--- config.mk ---
export PLATFORM = sky130hd
export DESIGN_NAME = ble_hec_tx_sequencer
export DESIGN_NICKNAME = d
export VERILOG_FILES = /design/src/rtl/ble_hec_tx_sequencer.sv
export SDC_FILE = /design/constraint.sdc
export NUM_CORES = 1
export LEC_CHECK = 0
export CAP_MARGIN = 10
export CORE_MARGIN = 8
export CORE_UTILIZATION = 25
export CTS_BUF_LIST = sky130_fd_sc_hd__clkbuf_4 sky130_fd_sc_hd__clkbuf_8
export CTS_CLUSTER_SIZE = 24
export DETAILED_ROUTE_END_ITERATION = 10
export PLACE_DENSITY = 0.56
export SYNTH_ARGS = -nofsm -noshare
export SYNTH_HDL_FRONTEND = slang
export SYNTH_SLANG_ARGS = --single-unit
--- constraint.sdc ---
create_clock -name clk -period 2.55 [get_ports clk]
set_clock_uncertainty 0.15 [all_clocks]
set_input_delay 0.51 -clock clk [delete_from_list [all_inputs] [get_ports clk]]
set_output_delay 0.51 -clock clk [all_outputs]
set_load 0.005 [all_outputs]
--- src/rtl/ble_hec_tx_sequencer.sv ---
// ble_hec_tx_sequencer
//
// Sequencer for the Bluetooth TX header path (bit FIFO + HEC generator core).
// Takes one packet header at a time from the link layer, gates the header
// bits into the core write port, then opens the core FIFO read enable to
// drain the header through the HEC. It counts the header+HEC bits the core
// emits and reports done, or a timeout if the core stalls. The UAP/DCI seed
// is latched when a packet is accepted so the core sees a stable seed for
// the whole packet.
//
// Optional feature (compile-time macro BLE_HEC_SEQ_LEN_CHECK_EN):
//   When defined, the core's own bit count (core_num_after_hec) is compared
//   with HDR_BITS+HEC_BITS when the packet completes. A mismatch sets a
//   sticky length error that is reported through timeout_err. When the macro
//   is undefined, core_num_after_hec is ignored.
//
// Ports:
//   clk                 system clock
//   reset               asynchronous active-low reset
//   start               one-cycle packet request, only honoured in IDLE
//   abort               synchronous abort back to IDLE, highest priority
//   uap_dci_cfg[7:0]    seed, sampled when a start is accepted
//   in_valid, in_data   upstream header bit stream
//   in_ready            sequencer accepts a header bit this cycle
//   core_valid_in       core write strobe
//   core_data_in        core write data bit
//   core_enable         core FIFO read enable
//   core_uap_dci[7:0]   latched seed to the core
//   core_finished       core FIFO drained
//   core_valid_out      core output bit valid
//   core_data_out       core output bit
//   core_num_after_hec  core bit count (length check feature only)
//   out_valid, out_data forwarded core output bit
//   busy                any state other than IDLE
//   done                one-cycle pulse on packet completion
//   timeout_err         sticky error, cleared by the next accepted start
//   out_count[8:0]      bits forwarded in the current packet (saturating)
//
// state | meaning
// ------+---------------------------------------------------------------
// IDLE  | waiting for start
// FILL  | accepting header bits into the core FIFO
// DRAIN | core read enable on, waiting for core_finished
// FLUSH | read enable off, collecting the remaining HEC bits
// DONE  | one-cycle completion pulse
// ERR   | one-cycle timeout state, no done pulse

module ble_hec_tx_sequencer #(
    parameter int HDR_BITS = 10,
    parameter int HEC_BITS = 8,
    parameter int TIMEOUT  = 1023
) (
    input  logic        clk,
    input  logic        reset,
    input  logic        start,
    input  logic        abort,
    input  logic [7:0]  uap_dci_cfg,
    input  logic        in_valid,
    input  logic        in_data,
    output logic        in_ready,
    output logic        core_valid_in,
    output logic        core_data_in,
    output logic        core_enable,
    output logic [7:0]  core_uap_dci,
    input  logic        core_finished,
    input  logic        core_valid_out,
    input  logic        core_data_out,
    input  logic [13:0] core_num_after_hec,
    output logic        out_valid,
    output logic        out_data,
    output logic        busy,
    output logic        done,
    output logic        timeout_err,
    output logic [8:0]  out_count
);

    typedef enum logic [2:0] {
        S_IDLE,
        S_FILL,
        S_DRAIN,
        S_FLUSH,
        S_DONE,
        S_ERR
    } state_t;

    localparam logic [8:0] TOTAL_BITS = 9'(HDR_BITS + HEC_BITS);
    localparam logic [7:0] WR_LAST    = 8'(HDR_BITS - 1);
    localparam logic [9:0] TMO_LIMIT  = 10'(TIMEOUT);
    localparam logic [8:0] OUT_MAX    = 9'd511;

    state_t     state;
    state_t     state_nxt;
    logic [7:0] wr_cnt;
    logic [9:0] tmo_cnt;
    logic       tmo_err;

    logic       accept_start;
    logic       wr_accept;
    logic       fwd;
    logic       pkt_complete;
    logic       tmo_hit;

    assign accept_start = (state == S_IDLE) && start && !abort;
    assign pkt_complete = (out_count == TOTAL_BITS);
    assign tmo_hit      = (tmo_cnt == TMO_LIMIT);
    assign wr_accept    = in_valid && in_ready;

    always_comb begin
        state_nxt     = state;
        in_ready      = 1'b0;
        core_valid_in = 1'b0;
        core_data_in  = 1'b0;
        fwd           = 1'b0;
        out_valid     = 1'b0;
        out_data      = 1'b0;
        busy          = 1'b1;
        done          = 1'b0;

        case (state)
            S_IDLE: begin
                busy = 1'b0;
                if (start) state_nxt = S_FILL;
            end
            S_FILL: begin
                in_ready = 1'b1;
                fwd      = 1'b1;
                if (in_valid && (wr_cnt == WR_LAST)) state_nxt = S_DRAIN;
            end
            S_DRAIN: begin
                fwd = 1'b1;
                // A packet whose bits are all out can never time out: it
                // goes through FLUSH and straight on to DONE.
                if (core_finished)  state_nxt = S_FLUSH;
                else if (tmo_hit)   state_nxt = pkt_complete ? S_FLUSH : S_ERR;
            end
            S_FLUSH: begin
                fwd = 1'b1;
                if (pkt_complete)   state_nxt = S_DONE;
                else if (tmo_hit)   state_nxt = S_ERR;
            end
            S_DONE: begin
                fwd       = 1'b1;
                done      = 1'b1;
                state_nxt = S_IDLE;
            end
            S_ERR: begin
                state_nxt = S_IDLE;
            end
            default: begin
                state_nxt = S_IDLE;
            end
        endcase

        if (abort) state_nxt = S_IDLE;

        core_valid_in = in_valid && in_ready;
        core_data_in  = in_data && in_ready;
        out_valid     = core_valid_out && fwd;
        out_data      = core_data_out && fwd;
    end

    always_ff @(posedge clk or negedge reset) begin
        if (!reset) begin
            state        <= S_IDLE;
            core_enable  <= 1'b0;
            core_uap_dci <= 8'h00;
            wr_cnt       <= 8'd0;
            tmo_cnt      <= 10'd0;
            out_count    <= 9'd0;
            tmo_err      <= 1'b0;
        end else begin
            state       <= state_nxt;
            // Registered so the core sees read enable the cycle after the
            // last header bit is written, and loses it the cycle after
            // core_finished, abort or timeout.
            core_enable <= (state_nxt == S_DRAIN);

            if (accept_start) begin
                core_uap_dci <= uap_dci_cfg;
                wr_cnt       <= 8'd0;
                tmo_cnt      <= 10'd0;
                out_count    <= 9'd0;
                tmo_err      <= 1'b0;
            end else if (!abort) begin
                if ((state == S_FILL) && wr_accept)
                    wr_cnt <= wr_cnt + 8'd1;
                if (((state == S_DRAIN) || (state == S_FLUSH)) && !tmo_hit)
                    tmo_cnt <= tmo_cnt + 10'd1;
                if (fwd && core_valid_out && (out_count != OUT_MAX))
                    out_count <= out_count + 9'd1;
                if (state_nxt == S_ERR)
                    tmo_err <= 1'b1;
            end
        end
    end

`ifdef BLE_HEC_SEQ_LEN_CHECK_EN
    localparam logic [13:0] CORE_LEN = 14'(HDR_BITS + HEC_BITS);

    logic len_err;

    always_ff @(posedge clk or negedge reset) begin
        if (!reset) begin
            len_err <= 1'b0;
        end else if (accept_start) begin
            len_err <= 1'b0;
        end else if ((state_nxt == S_DONE) && (state != S_DONE) &&
                     (core_num_after_hec != CORE_LEN)) begin
            len_err <= 1'b1;
        end
    end

    assign timeout_err = tmo_err || len_err;
`else
    logic unused_num_after_hec;
    assign unused_num_after_hec = ^core_num_after_hec;
    assign timeout_err          = tmo_err;
`endif

endmodule

==> results of run 1 <==
==> through the flow <==
stage	instance area (um^2)	utilization, %	power (W)	std cells	worst slack [ps]
6_report	2790	34.7	0.00148	375	134
5_1_grt	2790	34.7	0.00156	375	23.4
4_1_cts	2780	34.5	0.00151	375	18.9
3_5_place_dp	2620	32.5	0.000918	363	241
3_3_place_gp	2620	32.5	0.000915	363	241
2_1_floorplan	2040	-	0.000782	214	619
==> path summary, 6_finish.rpt <==
kind	startpoint	to	slack, ps	cells after the start
worst min register to register	core_uap_dci[1]	core_uap_dci[1]	330	2
worst max register to register	out_count[1]	out_count[3]	450	9
worst min-delay path	reset	out_count[7]	60	1
min in group clk	core_uap_dci[1]	core_uap_dci[1]	330	2
worst max-delay path	state[0]	out_valid	130	5
max in group asynchronous	reset	core_uap_dci[1]	1630	2
==> cell usage in the layout (no fill, tap or decap), types with 2 or more instances in the layout <==
master / n
o21ai_0: 3
buf_4: 12
and3_1: 6
nor4_1: 2
clkdlybuf4s50_1: 39
nor3_1: 9
o31ai_1: 3
nor3b_1: 2
nor4bb_1: 2
xor2_1: 9
nor2_1: 21
nand3_1: 8
nand4_1: 12
nand2_1: 33
inv_1: 6
a21oi_1: 4
xnor2_1: 13
dfrtp_1: 39
nor2_2: 6
ha_1: 6
and2_1: 5
clkbuf_8: 7
dlymetal6s2s_1: 2
==> cell type report <==
| type | instances | area [um^2] |
|---|---|---|
| Timing Repair Buffer | 54 | 510 |
| Fill cell | 842 | 5260 |
| Sequential cell | 40 | 1000 |
| Multi-Input combinational cell | 161 | 991 |
| Tap cell | 105 | 131 |
| Inverter | 7 | 28.8 |
| Clock inverter | 1 | 30.0 |
| Clock buffer | 7 | 96.3 |
==> sequential cells by signal (all words and copies together) (netlist names) <==
register	cells
wr_cnt	8
out_count	9
timeout_err	1
state	3
tmo_cnt	10
core_enable	1
core_uap_dci	8
==> cells by family (layout without fill, tap and decap cells) <==
group	after synthesis	count (layout)	synth area share [%]
XOR/XNOR	22	22	9.45
AND/OR/NAND/NOR	118	118	30.4
AO/OA/AOI/OAI	15	15	4.67
buffers and inverters	13	69	2.64
flip-flops	40	40	49.1
adder cells (fa/ha/maj)	6	6	3.68
==> per-layer routing <==
metal,vias to the layer above,track usage (%)
met5,-,0
met3,6,2.90
li1,841,-
met1,795,11.7
met4,0,2.71
met2,32,13.8
==> what timing repair did <==
action / in CTS / in global routing
buffers inserted: 4 / 0
pin swaps: 0 / 1
setup endpoints to repair: 2 / 4
resized for setup: 2 / 5
==> worst max-delay path, delay by kind of cell, from the launching register on <==
family / cells / cell delay (ps)
buf+inv: 3 / 720
simple gates: 2 / 370
flops: 1 / 380
==> power by group <==
part	internal (W)	switching (W)	total, W	leakage, nW
Combinational	0.000118	0.0000908	0.000209	0.646
Sequential	0.000667	0.0000291	0.000696	0.542
Clock	0.000346	0.000232	0.000578	0.0645
==> summary.txt, run 1 <==
Status
  • Outcome: completed

Setup path
  • Largest stage delay, worst path: 450 ps
  • CP endpoint kind: output pin
  • Type of the worst setup path: reg2out
  • Crit Path Max Fanout: 4
  • Critical Path AT: 1760 ps
  • Slowest cell on the critical path: clkdlybuf4s50_1
  • Required time worst endpoint: 1890 ps
  • Worst-path cell chain: buf_4 > nor3_2 > inv_1 > and3_1 > clkdlybuf4s50_1
  • Critical Path Start Type: flip-flop

Clocking
  • Clock root buffer: clkbuf_8
  • Num CTS Buffers: 5
  • Clock Latency Late Sink: 300 ps
  • CTS tree: done
  • Clock sink total: 40
  • CTS Hold Bufs: 0
  • H-tree Lvls: 2
  • Clock-pin slew on the worst setup and hold paths: 90 ps
  • CTS Buffer Depth: 2

Synth
  • EDFF count, synth: 0
  • Cell count after synthesis: 214
  • Mapped Nets: 251
  • Synthesized flop and latch total: 40
  • Most common cell in the netlist: dfrtp_1
  • List of most frequent post-synthesis cells: dfrtp_1 (40), nand2_1 (33), nor2_1 (22)
  • Cell taking the most area after synthesis: dfrtp_1
  • FFs w/ async S/R, synth: 100%
  • Netlist Area Pre-Place: 2040 um^2
  • Ys Warns: 0
  • Top-area cell type share of the netlist area: 49.1%
  • Synth area leaders: dfrtp_1 (49%), nand2_1 (6.1%), xnor2_1 (5.6%)
  • Seq/Total Area, Yosys: 49.1%
  • Mean post-synth cell area: 9.52 um^2
  • Ys flop type: dfrtp_1
  • Yosys cell types: 36

Timing
  • Fin crit share: 94.8%
  • RSZ-0062 raised after global routing: false
  • # setup viols final: 0
  • Slew headroom: 59.7%
  • Tightest Pin Transition: 604 ps
  • Worst hold margin: 60.7 ps
  • Hold Vio Cnt, Final: 0
  • Setup TNS: 0 ps
  • Fmax: 414 MHz
  • Fin crit period: 2420 ps
  • Max-slew violations: 0

Drt
  • Top sig layer: met4
  • Drt initial violations: 31
  • Met2 WL post-DR: 2.17 mm
  • WL met1: 2.41 mm
  • Vias after detailed routing: 1,674
  • Routed length per instance: 13.1 um
  • First-pass detailed-route iteration total: 4
  • Post-DR vias/cell: 4.46
  • Final wirelength: 4.90 mm
  • Drt drc: 0
  • Final ANT Viol Nets: 0
  • Met3 WL: 268 um

Flow run
  • Max-cap check violation count: 0

GRT
  • First-pass GRT wire length: 8.25 mm
  • Pin count of the biggest net entering global routing: 27
  • Initial antenna violation count: 0
  • Vias in the first global route: 1,674
  • Tot GR Track Use: 8.97%
  • Grt total ovfl: 0

Power
  • Leakage: 1.25 nW
  • Peak VDD IR: 0.308 mV
  • Power Density: 531 nW/um^2

Layout
  • Post-layout nets: 306
  • Ant diodes: 0
  • Area delta synth->final: 36.9%
  • Share of layout cells above drive strength 1: 13.0%

Floorplanning
  • Rows: 33
  • Die area: 11,300 um^2
  • Die Y-Extent: 106 um
  • Total core area: 8050 um^2
  • IO Count: 57
  • Starting density of the core: 25.3%
  • Die X: 106 um

Min path
  • Hold Crit Class: in2async

Placement
  • Port Buffers: 42
  • GP Congestion: 0.750
  • Detail Placement HPWL: 3.55 mm
No activity file was read; power rests on OpenSTA's default activity.
==> inputs of run 2 (changes only) <==
--- a/config.mk
+++ b/config.mk
@@ -6,6 +6,7 @@
 export NUM_CORES = 1
 export LEC_CHECK = 0
 export CAP_MARGIN = 10
+export CORE_ASPECT_RATIO = 1.5
 export CORE_MARGIN = 8
 export CORE_UTILIZATION = 25
 export CTS_BUF_LIST = sky130_fd_sc_hd__clkbuf_4 sky130_fd_sc_hd__clkbuf_8
==> run 2 against run 1 <==
Net effect: utilization rose by 0.57 points; first-iteration DRC count rose by 100%; fmax fell by 2.7%; count of clock-buffer cells in the layout fell by 2; critical path type unchanged; largest cell class unchanged.
==> summary.txt, run 2 (synthesized netlist as in run 1, its figures left out) <==
Timing
  • Tightest Pin Transition: 565 ps (-39.0 ps)
  • RSZ-0062 raised after global routing: false
  • Worst setup margin: 67.2 ps (-66.6 ps)
  • Slew headroom: 62.0% (+2.3 points)
  • Hold Vio Cnt, Final: 0 (unchanged)
  • Fin crit share: 97.4% (+2.6 points)
  • Fmax: 403 MHz (-2.7%)
  • Setup TNS: 0 ps (unchanged)
  • Fin crit period: 2480 ps (+66.6 ps)
  • # setup viols final: 0 (unchanged)
  • Max-slew violations: 0 (unchanged)

Layout
  • Top flop regs: tmo_cnt (10), out_count (9)
  • Post-layout nets: 309 (+0.98%)
  • Filler Cell Count: 810 (-3.8%)
  • FF/Latch Area: 1000 um^2 (unchanged)
  • Ant diodes: 0 (unchanged)
  • Max reg flops: 10 (unchanged)
  • Area delta synth->final: 37.5%
  • Final core utilization: 35.2% (+0.57 points)
  • Share of layout cells above drive strength 1: 14.3% (+1.3 points)
  • Fin cells: 378 (+0.80%)
  • Commonest non-fill, non-tap cell in the layout: clkdlybuf4s50_1
  • Most flops, register: tmo_cnt
  • Multi-input gate area: 995 um^2 (+0.38%)
  • Most frequent cells in the layout: clkdlybuf4s50_1 (40), dfrtp_1 (39), nand2_1 (33)

Flow run
  • Max-cap check violation count: 0 (unchanged)

Setup path
  • CP endpoint kind: output pin
  • Worst reg2reg endpoint: out_count[3]
  • Slowest cell on the critical path: clkdlybuf4s50_1
  • Worst-path cell chain: or3b_4 > inv_4 > and2_1 > clkdlybuf4s50_1
  • Critical Path AT: 1820 ps (+60 ps)
  • Critical Path Start Type: flip-flop
  • Top delay family on crit path: buffers and inverters
  • Largest stage delay, worst path: 500 ps (+50 ps)
  • Crit path from: state[2]
  • Worst R2R Start: out_count[1]
  • Worst path depth: 4 (-1)
  • Required time worst endpoint: 1890 ps (about the same)
  • Type of the worst setup path: reg2out
  • CP Capture Point: core_data_in
  • Crit Path Max Fanout: 4 (unchanged)
  • Worst reg-to-reg path cell count: 9 (unchanged)
  • R2R setup slack: 440 ps (about the same)
  • WP buf/inv: 2 (-1)

Power
  • Power Density: 518 nW/um^2 (-2.6%)
  • Leakage: 1.24 nW (-0.83%)
  • Power Total: 0.00145 W (-2.1%)
  • Peak VDD IR: 0.235 mV (-24%)

Floorplanning
  • Rows: 40 (+21%)
  • Starting density of the core: 25.6% (+0.30 points)
  • IO Count: 57 (unchanged)
  • Die X: 89.7 um (-16%)
  • Die Y-Extent: 127 um (+19%)
  • Die area: 11,400 um^2 (+0.53%)
  • Total core area: 7960 um^2 (-1.2%)

Clocking
  • H-tree Lvls: 2 (unchanged)
  • Clock Latency Late Sink: 300 ps (about the same)
  • CTS Buffer Depth: 2 (unchanged)
  • Clock root buffer: clkbuf_8
  • Clock sink total: 40 (unchanged)
  • CTS tree: done
  • Clock-pin slew on the worst setup and hold paths: 80 ps (about the same)
  • CTS Hold Bufs: 0 (unchanged)
  • Num CTS Buffers: 5 (unchanged)

GRT
  • Grt total ovfl: 0 (unchanged)
  • Tot GR Track Use: 9.11% (+0.14 points)
  • Initial antenna violation count: 0 (unchanged)
  • Vias in the first global route: 1,804 (+7.8%)
  • First-pass GRT wire length: 8.54 mm (+3.5%)
  • Pin count of the biggest net entering global routing: 41 (+52%)

Placement
  • Inst Count DP: 364 (+0.28%)
  • Port Buffers: 42 (unchanged)
  • DP Worst Slack: 129 ps (-112 ps)
  • Detail Placement HPWL: 3.65 mm (+2.7%)
  • GP Congestion: 0.798 (+6.4%)

Drt
  • First-pass detailed-route iteration total: 4 (unchanged)
  • Final wirelength: 5.03 mm (+2.5%)
  • Drt initial violations: 62 (+100%)
  • Post-DR vias/cell: 4.55 (+2.0%)
  • Vias after detailed routing: 1,721 (+2.8%)
  • Drt drc: 0 (unchanged)
  • Routed length per instance: 13.3 um (+1.7%)
  • Final ANT Viol Nets: 0 (unchanged)

Status
  • Outcome: completed

Min path
  • Hold Crit Class: in2async
[run 2: cell count changes in the layout (fill, tap and decap cells not counted), sizes merged]
cell	before	now
buf	13	16
clkbuf	7	5
clkdlybuf4s50	39	40
clkinvlp	0	1
dlymetal6s2s	2	1
inv	7	8
[run 2: cell type report]
cell class              count  area share [%]
clock buffers               5            2.46
well taps                 105            4.69
clock inverters             3            1.65
repair buffers             57            18.9
flip-flops and latches     40            35.8
multi-input cells         161            35.5
inverters                   7            1.03
[run 2: power breakdown]
part,internal [W],switching [W]
sequential,0.000667,0.0000277
combinational,0.000121,0.0000947
clock,0.000295,0.000246
total,0.00108,0.000368
[run 2: worst min-delay path by stage]
| stage | from | end | slack (ps) | cells after the start |
|---|---|---|---|---|
| detailed placement | core_uap_dci[6] | core_uap_dci[6] | 310 | 2 |
| global route | reset | tmo_cnt[9] | 160 | 2 |
| finish | reset | wr_cnt[2] | 120 | 2 |
| global placement | core_uap_dci[7] | core_uap_dci[7] | 310 | 2 |
| floorplan | reset | core_enable | 60 | 0 |
| CTS | reset | wr_cnt[2] | 140 | 2 |
[run 2: timing repair]
| action | 4_1_cts | 5_1_grt |
|---|---|---|
| setup endpoints to repair | 2 | 4 |
| gates resized for setup | 2 | 5 |
| pin swaps | 1 | 2 |
| buffers inserted | 5 | 1 |
[run 2: through the flow]
step	hold WS, ps	cell area (um^2)
2_1_floorplan	64.4	2040
3_3_place_gp	310	2630
3_5_place_dp	311	2630
4_1_cts	145	2780
5_1_grt	162	2800
6_report	117	2800
[run 2: per-layer routing]
layer	share of wire, %	vias to the layer above	global-route usage [%]	wire, um
met4	2.0	0	4.50	99
li1	-	847	-	-
met2	52	33	16.1	2590
met5	0	-	0	0
met1	42	834	9.75	2110
met3	4.6	7	2.42	231
==> inputs of run 3 (changes only) <==
--- a/config.mk
+++ b/config.mk
@@ -6,13 +6,15 @@
 export NUM_CORES = 1
 export LEC_CHECK = 0
 export CAP_MARGIN = 10
+export CELL_PAD_IN_SITES_DETAIL_PLACEMENT = 0
+export CELL_PAD_IN_SITES_GLOBAL_PLACEMENT = 1
 export CORE_ASPECT_RATIO = 1.5
 export CORE_MARGIN = 8
 export CORE_UTILIZATION = 25
 export CTS_BUF_LIST = sky130_fd_sc_hd__clkbuf_4 sky130_fd_sc_hd__clkbuf_8
 export CTS_CLUSTER_SIZE = 24
 export DETAILED_ROUTE_END_ITERATION = 10
-export PLACE_DENSITY = 0.56
+export PLACE_DENSITY = 0.68
 export SYNTH_ARGS = -nofsm -noshare
 export SYNTH_HDL_FRONTEND = slang
 export SYNTH_SLANG_ARGS = --single-unit
==> run 3 against run 2 <==
Net effect: sequential share of layout area is 0.33 points higher; register-to-register slack worse by 20 ps; cell area is 0.80% lower; cell count is 1.1% lower; count of clock-buffer cells in the layout is 1 higher; highest routed layer unchanged; critical path type unchanged.
==> summary.txt, run 3 (synthesized netlist as in run 1, its figures left out) <==
Power
  • Peak VDD IR: 0.193 mV (-18%)
  • Leakage: 1.23 nW (-0.75%)
  • Power Density: 496 nW/um^2 (-4.2%)
  • Power Total: 0.00138 W (-5.0%)

Setup path
  • R2R setup slack: 420 ps (-20 ps)
  • Critical Path AT: 1790 ps (-30 ps)
  • Largest stage delay, worst path: 450 ps (-50 ps)
  • Critical Path Start Type: flip-flop
  • Required time worst endpoint: 1890 ps (about the same)
  • CP endpoint kind: output pin
  • Crit Path Max Fanout: 6 (+2)
  • Type of the worst setup path: reg2out
  • Slowest cell on the critical path: clkdlybuf4s50_1
  • Worst reg-to-reg path cell count: 9 (unchanged)
  • Worst-path cell chain: buf_4 > nor3_2 > inv_1 > and3_1 > clkdlybuf4s50_1

Layout
  • Ant diodes: 0 (unchanged)
  • Max reg flops: 10 (unchanged)
  • Area delta synth->final: 36.4%
  • Filler Cell Count: 838 (+3.5%)
  • Commonest non-fill, non-tap cell in the layout: clkdlybuf4s50_1
  • Most frequent cells in the layout: clkdlybuf4s50_1 (39), dfrtp_1 (38), nand2_1 (33)
  • Share of layout cells above drive strength 1: 13.0% (-1.3 points)
  • Top flop regs: tmo_cnt (10), out_count (9)
  • Post-layout nets: 305 (-1.3%)
  • Most flops, register: tmo_cnt

Drt
  • Drt initial violations: 83 (+34%)
  • Final wirelength: 5.09 mm (+1.2%)
  • Routed length per instance: 13.6 um (+2.3%)
  • Post-DR vias/cell: 4.46 (-2.0%)
  • Final ANT Viol Nets: 0 (unchanged)
  • Vias after detailed routing: 1,668 (-3.1%)
  • Drt drc: 0 (unchanged)
  • First-pass detailed-route iteration total: 6 (+2)

Clocking
  • Clock Latency Late Sink: 310 ps (about the same)
  • Clock sink total: 40 (unchanged)
  • Clock-pin slew on the worst setup and hold paths: 90 ps (about the same)
  • H-tree Lvls: 2 (unchanged)
  • CTS Buffer Depth: 2 (unchanged)
  • Clock root buffer: clkbuf_8
  • Num CTS Buffers: 5 (unchanged)
  • CTS tree: done
  • CTS Hold Bufs: 0 (unchanged)

Timing
  • Fin crit share: 96.3% (-1.1 points)
  • Fin crit period: 2450 ps (-28.3 ps)
  • Fmax: 407 MHz (+1.2%)
  • Worst setup margin: 95.5 ps (+28.3 ps)
  • Max-slew violations: 0 (unchanged)
  • Hold Vio Cnt, Final: 0 (unchanged)
  • Slew headroom: 65.2% (+3.2 points)
  • # setup viols final: 0 (unchanged)
  • Setup TNS: 0 ps (unchanged)
  • Tightest Pin Transition: 517 ps (-48.1 ps)
  • RSZ-0062 raised after global routing: false

Floorplanning
  • Rows: 40 (unchanged)
  • Die area: 11,400 um^2 (unchanged)
  • Die Y-Extent: 127 um (unchanged)
  • Die X: 89.7 um (unchanged)
  • Starting density of the core: 25.6% (unchanged)
  • IO Count: 57 (unchanged)
  • Total core area: 7960 um^2 (unchanged)

Min path
  • Hold Crit Class: in2async

Placement
  • Detail Placement HPWL: 3.60 mm (-1.5%)
  • Port Buffers: 42 (unchanged)
  • GP Congestion: 0.727 (-9.0%)
  • DP Worst Slack: 171 ps (+42.0 ps)

GRT
  • Vias in the first global route: 1,756 (-2.7%)
  • Pin count of the biggest net entering global routing: 41 (unchanged)
  • Grt total ovfl: 0 (unchanged)
  • Initial antenna violation count: 0 (unchanged)
  • First-pass GRT wire length: 8.67 mm (+1.6%)
  • Tot GR Track Use: 9.38% (+0.27 points)

Status
  • Outcome: completed

Flow run
  • Max-cap check violation count: 0 (unchanged)
-- run 3: worst max-delay path, delay by kind of cell, from the launching register on --
kind                   cells  cell delay [ps]
DFF                        1              400
buffers and inverters      3              710
and+or+nand+nor            2              380
-- run 3: final cells by class --
type	count	area, um^2	share of cell area (%)
repair buffers	53	528	19.0
multi-input cells	161	991	35.6
inverters	7	28.8	1.04
flip-flops and latches	40	1000	36.1
clock buffers	6	82.6	2.97
well taps	105	131	4.73
clock inverters	2	15.0	0.540
-- run 3: timing repair --
action,in CTS,in global routing
buffers inserted,4,0
pin swaps,0,1
endpoints found under the setup margin,2,4
resized for setup,4,4
-- run 3: metal layers --
layer / vias to the layer above / routed length (um) / global-route usage, %
met4: 0 / 129 / 4.60
met2: 35 / 2510 / 15.5
li1: 834 / - / -
met3: 9 / 268 / 3.36
met5: - / 0 / 0
met1: 790 / 2180 / 10.4
-- run 3: where the power goes --
group	switching (W)	internal, W	total, W
registers	0.0000279	0.000667	0.000695
clock network	0.000250	0.000219	0.000470
logic	0.0000934	0.000120	0.000214
-- run 3: final timing paths --
kind,startpoint,to
max,state[2],out_valid
min,reset,wr_cnt[5]
max reg2reg,out_count[1],out_count[3]
min reg2reg,core_uap_dci[4],core_uap_dci[4]
max in group asynchronous,reset,state[0]
min in group clk,core_uap_dci[4],core_uap_dci[4]
-- run 3: through the flow --
step           hold WS [ps]  instances  util (%)  cell area (um^2)
2_1_floorplan          64.4        214         -              2040
3_3_place_gp            311        362      33.0              2630
3_5_place_dp            312        362      33.0              2630
4_1_cts                20.8        374      34.8              2770
5_1_grt                27.4        374      34.9              2780
6_report               16.3        374      34.9              2780
